<file path="config.mk">
export PLATFORM = sky130hd
export DESIGN_NAME = param_updown_counter
export DESIGN_NICKNAME = d
export VERILOG_FILES = /design/src/rtl/param_updown_counter.sv
export SDC_FILE = /design/constraint.sdc
export NUM_CORES = 1
export LEC_CHECK = 0
export CAP_MARGIN = 10
export CORE_UTILIZATION = 35
export CTS_CLUSTER_SIZE = 24
export DETAILED_ROUTE_END_ITERATION = 7
export DONT_BUFFER_PORTS = 1
export GPL_TIMING_DRIVEN = 1
export PLACE_DENSITY = 0.63
export SETUP_SLACK_MARGIN = 0.15
export SYNTH_ARGS = -nofsm -noshare
export SYNTH_HDL_FRONTEND = slang
export SYNTH_SLANG_ARGS = --single-unit
</file>
<file path="constraint.sdc">
create_clock -name clk -period 1.85 [get_ports clk]
set_input_delay 0.37 -clock clk [delete_from_list [all_inputs] [get_ports clk]]
set_output_delay 0.37 -clock clk [all_outputs]
set_load 0.02 [all_outputs]
</file>
<file path="src/rtl/param_updown_counter.sv">
// Up/down counter with a VERIFY/INC/DEC/LOAD/INIT control FSM.
// Supports saturating or modulo limits, an optional edge-detected request mode and clamped loads.
module param_updown_counter #(
  parameter int WIDTH   = 8,
  parameter int MAX_VAL = 2**WIDTH - 1,
  parameter int STEP    = 1,
  parameter int WRAP    = 0,
  parameter int EDGE    = 0
) (
  input  logic             clk,
  input  logic             reset,
  input  logic             u,
  input  logic             d,
  input  logic             ld,
  input  logic [WIDTH-1:0] ld_val,
  output logic [WIDTH-1:0] count,
  output logic             z,
  output logic             m,
  output logic             op,
  output logic             busy,
  output logic             ovf,
  output logic             unf
);

  // One extra bit keeps count+STEP and count+MAX_VAL+1 exact before any compare.
  localparam logic [WIDTH:0] MAX_X  = MAX_VAL[WIDTH:0];
  localparam logic [WIDTH:0] STEP_X = STEP[WIDTH:0];
  localparam logic [WIDTH:0] MOD_X  = MAX_X + 1'b1;

  typedef enum logic [2:0] {
    S_INIT,
    S_VERIFY,
    S_INC,
    S_DEC,
    S_LOAD
  } state_t;

  state_t           state_q, state_d;
  logic [WIDTH-1:0] count_q, count_d;
  logic [WIDTH-1:0] ld_val_q, ld_val_d;
  logic             ovf_q, ovf_d;
  logic             unf_q, unf_d;
  logic             u_prev_q, d_prev_q;
  logic             u_req, d_req;
  logic [WIDTH:0]   res;

  // Result packing for all three helpers: {limit_hit, new_count}.
  function automatic logic [WIDTH:0] step_up(input logic [WIDTH-1:0] c);
    logic [WIDTH:0] sum;
    sum = {1'b0, c} + STEP_X;
    if (sum > MAX_X)
      step_up = {1'b1, (WRAP != 0) ? WIDTH'(sum - MOD_X) : MAX_X[WIDTH-1:0]};
    else
      step_up = {1'b0, sum[WIDTH-1:0]};
  endfunction

  function automatic logic [WIDTH:0] step_down(input logic [WIDTH-1:0] c);
    if ({1'b0, c} < STEP_X)
      step_down = {1'b1, (WRAP != 0) ? WIDTH'({1'b0, c} + MOD_X - STEP_X) : {WIDTH{1'b0}}};
    else
      step_down = {1'b0, WIDTH'({1'b0, c} - STEP_X)};
  endfunction

  function automatic logic [WIDTH:0] clamp_load(input logic [WIDTH-1:0] v);
    if ({1'b0, v} > MAX_X)
      clamp_load = {1'b1, MAX_X[WIDTH-1:0]};
    else
      clamp_load = {1'b0, v};
  endfunction

  assign u_req = (EDGE != 0) ? (u & ~u_prev_q) : u;
  assign d_req = (EDGE != 0) ? (d & ~d_prev_q) : d;

  assign count = count_q;
  assign z     = (count_q != '0);
  assign m     = ({1'b0, count_q} < MAX_X);
  assign op    = (state_q == S_DEC);
  assign busy  = (state_q != S_VERIFY);
  assign ovf   = ovf_q;
  assign unf   = unf_q;

  always_comb begin
    state_d  = state_q;
    count_d  = count_q;
    ld_val_d = ld_val_q;
    ovf_d    = 1'b0;
    unf_d    = 1'b0;
    res      = '0;
    case (state_q)
      S_INIT: begin
        count_d = '0;
        state_d = S_VERIFY;
      end
      S_VERIFY: begin
        if (ld) begin
          ld_val_d = ld_val;
          state_d  = S_LOAD;
        end else if (u_req && !d_req) begin
          if ((WRAP != 0) || m) state_d = S_INC;
        end else if (d_req && !u_req) begin
          if ((WRAP != 0) || z) state_d = S_DEC;
        end
      end
      S_INC: begin
        res     = step_up(count_q);
        count_d = res[WIDTH-1:0];
        ovf_d   = res[WIDTH];
        state_d = S_VERIFY;
      end
      S_DEC: begin
        res     = step_down(count_q);
        count_d = res[WIDTH-1:0];
        unf_d   = res[WIDTH];
        state_d = S_VERIFY;
      end
      S_LOAD: begin
        res     = clamp_load(ld_val_q);
        count_d = res[WIDTH-1:0];
        ovf_d   = res[WIDTH];
        state_d = S_VERIFY;
      end
      default: state_d = S_INIT;
    endcase
  end

  always_ff @(posedge clk) begin
    if (reset) begin
      state_q  <= S_INIT;
      count_q  <= '0;
      ovf_q    <= 1'b0;
      unf_q    <= 1'b0;
      u_prev_q <= 1'b0;
      d_prev_q <= 1'b0;
    end else begin
      state_q  <= state_d;
      count_q  <= count_d;
      ovf_q    <= ovf_d;
      unf_q    <= unf_d;
      u_prev_q <= u;
      d_prev_q <= d;
    end
  end

  // Load operand is pure data; it is only consumed in LOAD after being captured in VERIFY.
  always_ff @(posedge clk) begin
    ld_val_q <= ld_val_d;
  end

endmodule

</file>
# Word-level counts from Yosys, hierarchy flattened
# Cells that the tools add are included.
[totals]
ff_bits = 21
in_bits = 13
out_inout_bits = 14
elab_cells = 41
[classes]
n_addsub = 2
n_lt_le_gt_ge = 3
eq_ne = 8
mux = 9
bitwise = 2
n_reduce_logical = 12
[ops]
columns = ["operator", "count"]
rows = [
  ["8-bit one-hot mux with 4 select lines", 1],
  ["9-bit two-way mux", 2],
  ["3-bit two-way mux", 5],
  ["4-bit != test (second input constant)", 3],
  ["8-bit by 1-bit adder with 9-bit output (second input constant)", 1],
  ["9-bit by 8-bit > comparator with 1-bit output (second input constant)", 1],
  ["8-bit by 1-bit less-than comparator with 1-bit output (second input constant)", 1],
  ["8-bit less-than comparator (second input constant)", 1],
  ["8-bit nonzero test", 1],
  ["8-bit by 1-bit subtractor with 8-bit output (second input constant)", 1],
  ["3-bit by 2-bit == test with 1-bit output (second input constant)", 2],
  ["3-bit one-hot mux with 2 select lines", 1],
  ["4-bit nonzero test", 1],
  ["2-bit OR reduction", 2],
  ["4-bit OR reduction", 1],
  ["3-bit by 1-bit == test with 1-bit output (second input constant)", 1],
  ["3-bit == test (second input constant)", 1],
  ["3-bit zero test", 1],
  ["3-bit by 1-bit != test with 1-bit output (second input constant)", 1],
  ["3-bit AND reduction", 1],
  ["1-bit logical AND", 2],
  ["1-bit zero test", 2],
  ["1-bit NOT", 2],
  ["2-bit AND reduction", 1],
]

# Logic depth before layout (Yosys ltp)
[depth]
depth_word = 6
depth_mapped = 8
mapped_depth_nobuf = 7

# Worst setup path after synthesis
# OpenSTA, ideal clock, no wires.
[synth_path]
kind = "register -> register"
startpoint = "register count_q[1], in the netlist count[1]"
endpoint = "register count_q[0], in the netlist count[0]"
setup_ns = 0.060
t_arrival_ns = 1.849
required_ns = 1.790
setup_slack_ns = -0.059
path_stages_with_launch = 8
n_path_buf = 1
period_less_slack_ns = 1.909
path_cell_list = "dfxtp_1 clkbuf_1 inv_1 ha_1 a31oi_2 a21oi_1 a311o_1 nand2_1"
[synth_between]
elab_chain_cells = 4
elab_cells_between_ends = 6
classes_between = "add/sub: 1; order compare: 2; mux: 3"
[synth_lines]
columns = ["element", "line", "text"]
rows = [
  ["start: declaration", "39", "logic [WIDTH-1:0] count_q, count_d;"],
  ["start signal: assignment", "136", "count_q <= count_d;"],
  ["8-bit by 1-bit adder with 9-bit output", "50", "sum = {1'b0, c} + STEP_X;"],
  ["9-bit by 8-bit > comparator with 1-bit output", "51", "if (sum > MAX_X)"],
  ["9-bit two-way mux", "51", ""],
  ["8-bit one-hot mux with 4 select lines (*)", "89", "case (state_q)"],
]
# Every way passes the cells marked *; elsewhere a longest branch is shown, timed or not.
# A chain may end at the register's enable or synchronous reset.

# Final worst setup path
[layout_path]
startpoint = "register count_q[5], in the netlist count[5]"
endpoint = "output z"
[layout_between]
elab_chain_cells = 1
[layout_lines]
columns = ["element", "line", "text"]
rows = [
  ["8-bit nonzero test", "75", "assign z = (count_q != '0);"],
  ["end: declaration", "17", "output logic z,"],
]
# Every way passes these cells.

==> results.md <==
Synthesis:
- In this run, synthesis produced a sequential element count of 21.
- After synthesis, the netlist uses 47 different library cells.
- The post-synthesis average cell area is 8.568 um^2.
- The sequential share of the synthesized area is 0.3562.
- The synthesized netlist occupies a cell area of roughly 1400 um^2.
- The post-synthesis instance total is ~160.
- When the netlist entered floorplanning its net count stood at around 180.
- The Yosys step of the flow raised 0 warnings.

Clocking:
- The clock net in this run drives a total of 21 sinks.
- TritonCTS built the clock tree.
- The clock transition time at the flip-flop clock pins of the worst setup and hold paths is 80 ps.
- In this run the number of H-tree levels came out at 1.
- Clock tree synthesis inserted a total of 3 buffers.
- Clock tree synthesis selected as its root buffer the cell clkbuf_8.
- The clock latency of the later-clocked register in the worst-skew pair is 270 ps.
- The number of buffers on the longest clock path is 2.

Placement:
- The placed wire-length estimate after detailed placement is between 2 and 3 mm.
- At the end of routability-driven placement, the weighted congestion stood at approximately 0.8.
- The count of buffers added on input and output ports is 0.
- Before CTS, the worst setup slack after placement is ~86 ps.
- The number of placed instances, taps included is ~220.

Floorplan:
- The initial utilization of the core area, before any placement, comes to 0.3753.
- The die width is approximately 65 um.
- The floorplan has 22 rows.
- The total core area is roughly 3700 um^2.
- The number of top-level design ports is 27.
- The die is approximately 65 um tall.
- The floorplan step defined a die boundary enclosing 4272 um^2.

Outcome:
- The run finished with clean final reports.

Timing:
- In the finished design, the share of the clock period the worst path needs comes to 0.9899.
- The minimum period implied by the final worst setup slack is 1831 ps.
- For the pin with the worst max-slew slack, the measured transition is 425.0 ps.
- The number of max-slew violations in the final report is 0.
- Setup repair after global routing could not meet its margin everywhere.
- The hold violation total from the final report was 0.
- Hold is met by around 150 ps.
- The clock skew after layout is a little over 9 ps.
- Static timing analysis puts the maximum clock frequency at approximately 550 MHz.
- The worst path meets setup with around 19 ps of slack.
- The count of final setup violators is 0.
- The relative slew slack is 0.7157.

GRT:
- The via count of the first global-routing pass is roughly 1,300.
- Entering global routing, the biggest net connects 14 pins.
- For this run, the total global-route usage over all layers was measured as 0.1858.
- The overall overflow remaining after global route is 0.
- The first global-routing pass estimated between 6 and 7 mm of wire.
- The number of antenna violations at the first check in global routing is 0.

Power and ir drop:
- Of the total power, the clock network draws 0.286.
- The standby leakage power is 0.7041 nW.
- The internal power consumption is approximately 0.75 mW.
- The analysis attributes to net switching a power of around 0.31 mW.
- Of the total power, combinational logic draws 0.224.
- The power density over the cells is around 600 nW/um^2.
- VDD sags by at most 429.2 uV.
- Of the total power, registers draw 0.491.
- The fraction of power spent switching nets is 0.2895.

Finish:
- The multi-input gate area in the final layout is 895.9 um^2.
- The fraction of layout instances using a drive strength above 1 is 0.3169.
- After the last flow step, the layout net total stands at between 200 and 250.
- Compared with the post-synthesis result, the final layout area differs by 25.91%.
- Across the whole layout, storage elements account for approximately 520 um^2.
- The repair_antennas step left the layout with diodes totalling 0.
- The fraction of the core area covered by cells at the end of the flow is 0.4726.
- The number of standard cells in the layout, taps in and fillers out is around 230.
- The number of fill cells in the layout is approximately 360.

Critical path:
- Walking the worst path, the cells encountered are or4_4 > nor3_4 > nand2_2.
- Setup slack on the worst reg-to-reg path comes out at approximately 130 ps.
- In this run the critical register-to-register path is launched from count[2]$_SDFFE_PP0P_.
- The critical path buffer and inverter count is 0.
- Among all stages on the critical path, the largest delay is contributed by or4_4.
- The worst endpoint required time is 1480 ps.
- In this run the worst path has a maximum fanout of 3.
- Counting cells, the worst reg-to-reg path comes to 6.
- The family of cells with the greatest summed delay on the critical path is simple AND/OR/NAND/NOR gates.
- The peak per-stage delay on the critical path is ~560 ps.
- In this run the critical register-to-register path is captured at count[5]$_SDFFE_PP0P_.
- The critical path class is register to primary output.
- Data arrives at the worst endpoint at 1460 ps.
- The kind of launch point of the worst setup path is a register.
- STA classifies the critical path endpoint as a primary output.

Drt:
- The number of violations reported at the end of detailed-routing iteration 0 is 68.
- The residual DRC count is 0.
- The routed layout has around 1,300 vias.
- The mean number of vias per cell is between 5 and 6.
- The final wirelength is 3.654 mm.
- Once detail routing completed, the nets flagged for antenna violations numbered 0.
- After detailed routing, the average wire length per cell comes to between 15 and 20 um.
- The pre-antenna-repair detailed-routing pass consisted of 4 iterations.

Min path:
- The hold-critical path endpoint is count[6]$_SDFFE_PP0P_.
- The startpoint identified for the worst hold timing path is reset.
- The tightest min-delay check is of the primary input to register type.
- Counting instances, the worst hold path has a depth of 1.

Flow run:
- The max-capacitance violation count is 0.
## power groups by stage
stage          clock network [mW]  registers, mW  logic [mW]
6_report                    0.302          0.518       0.236
3_5_place_dp                    0          0.534       0.197
4_1_cts                     0.310          0.520       0.232
5_1_grt                     0.333          0.521       0.258
3_3_place_gp                    0          0.533       0.194
2_1_floorplan                   0          0.530       0.155
## layout make-up
cell class / count / share of cell area
multi-input cells: 122 / 0.5064
flip-flops and latches: 21 / 0.2935
repair buffers: 28 / 0.1231
well taps: 48 / 0.03395
clock buffers: 3 / 0.02334
inverters: 8 / 0.01697
clock inverters: 1 / 0.002829
## per-stage QoR
step | setup TNS [ps] | cell area [um^2] | power [mW]
3_3_place_gp | 0 | 1578 | 0.7267
3_5_place_dp | 0 | 1578 | 0.7310
6_report | 0 | 1769 | 1.057
2_1_floorplan | 0 | 1433 | 0.6851
4_1_cts | -22.70 | 1753 | 1.061
5_1_grt | -28.22 | 1769 | 1.112
## kinds of logic (layout without fill, tap and decap cells)
group | Yosys count | after routing | share of synthesized area
mux | 2 | 2 | 0.01603
fa+ha+maj | 5 | 5 | 0.04452
compound gates | 44 | 44 | 0.2226
flops | 21 | 21 | 0.3562
simple gates | 65 | 65 | 0.2600
buf+inv | 21 | 40 | 0.06323
xor+xnor | 6 | 6 | 0.03740
## placed cells by master, fill, tap and decap left out, types with 2 or more instances in the layout
master and count:
nand2_1 18, a21o_1 4, nor4_1 2, nor3_1 2, inv_2 2, nor3_4 2, buf_4 26, a21oi_1 7
a22o_1 6, mux2_2 2, nor2_1 7, or3_1 2, ha_1 4, nand2b_1 4, o21ai_1 2, clkbuf_8 3
edfxtp_1 8, o21ai_0 7, dfxtp_4 4, or4_4 2, xor2_1 5, nor2b_1 3, dfxtp_1 6, a221oi_1 2
buf_6 2, and4_1 3, nor2_4 2, nor4_2 3, nand3_1 3, a22oi_1 5, nand4_1 2, nand3b_1 2
inv_1 6, dfxtp_2 3
## timing repair
action                     4_1_cts  5_1_grt
hold buffers                     0        0
pin swaps                        9        5
setup endpoints to repair        7       15
setup buffers                    8        0
resized for setup               17        4
## worst reg2reg max path: stages, from the launching register on
cell and delay (ps):
dfxtp_4 370, buf_6 130, or4_4 500, nor2_4 120, xor2_1 70, a222oi_1 290
a21oi_1 120
## how the worst max path moves through the flow
| stage | startpoint | endpoint | slack, ps | depth (start not counted) |
|---|---|---|---|---|
| 2_1_floorplan | count[0]$_SDFFE_PP0P_ | count[2]$_SDFFE_PP0P_ | 150 | 7 |
| 3_3_place_gp | count[1]$_SDFFE_PP0P_ | ovf$_SDFF_PP0_ | 140 | 6 |
| 3_5_place_dp | count[1]$_SDFFE_PP0P_ | ovf$_SDFF_PP0_ | 90 | 6 |
| 4_1_cts | count[5]$_SDFFE_PP0P_ | z | -20 | 3 |
| 5_1_grt | count[3]$_SDFFE_PP0P_ | z | -30 | 3 |
| 6_report | count[5]$_SDFFE_PP0P_ | z | 20 | 3 |
## sequential cells by signal, indices dropped and copies added (netlist names)
signal and flops:
count 8, ld_val_q 8, ovf 1, state_q 3
unf 1
## synthesized netlist by cell type, drive strengths merged
library cell	number	area, um^2
buf	6	32.53
nand2	19	71.32
a21boi	1	7.510
a22oi	5	37.54
dfxtp	13	260.3
nor3	4	25.02
nor2b	3	18.77
a222oi	1	10.01
mux2	2	22.52
o21ai	9	45.04
a21oi	7	35.03
nand4	2	12.51
a311o	1	10.01
or3b	1	8.760
edfxtp	8	240.2
a211oi	1	7.510
and3b	1	8.760
or3	2	12.51
or2	1	6.260
a21o	4	30.03
nand3	3	15.01
and3	1	6.260
ha	5	62.56
nor3b	1	7.510
and4	3	26.28
a32oi	2	17.52
a41oi	1	8.760
nor4	5	43.79
a221oi	2	17.52
nor2	10	37.54
nand3b	2	15.01
inv	8	30.03
a22o	6	52.55
o31ai	1	7.510
nand2b	4	25.02
a31oi	2	18.77
or4	2	15.01
clkbuf	7	26.28
o21bai	1	7.510
and4b	1	10.01
xor2	5	43.79
xnor2	1	8.760
## metal layers
metal  part of all wire  vias to the layer above  routed length, um  track usage
met2               0.46                       46               1699       0.2977
met3              0.067                        4                243      0.05729
met5                  0                        -                  0            0
met4             0.0074                        0                 27      0.04348
met1               0.46                      628               1684       0.2425
li1                   -                      644                  -            -
Power figures use the tool's default switching activity.
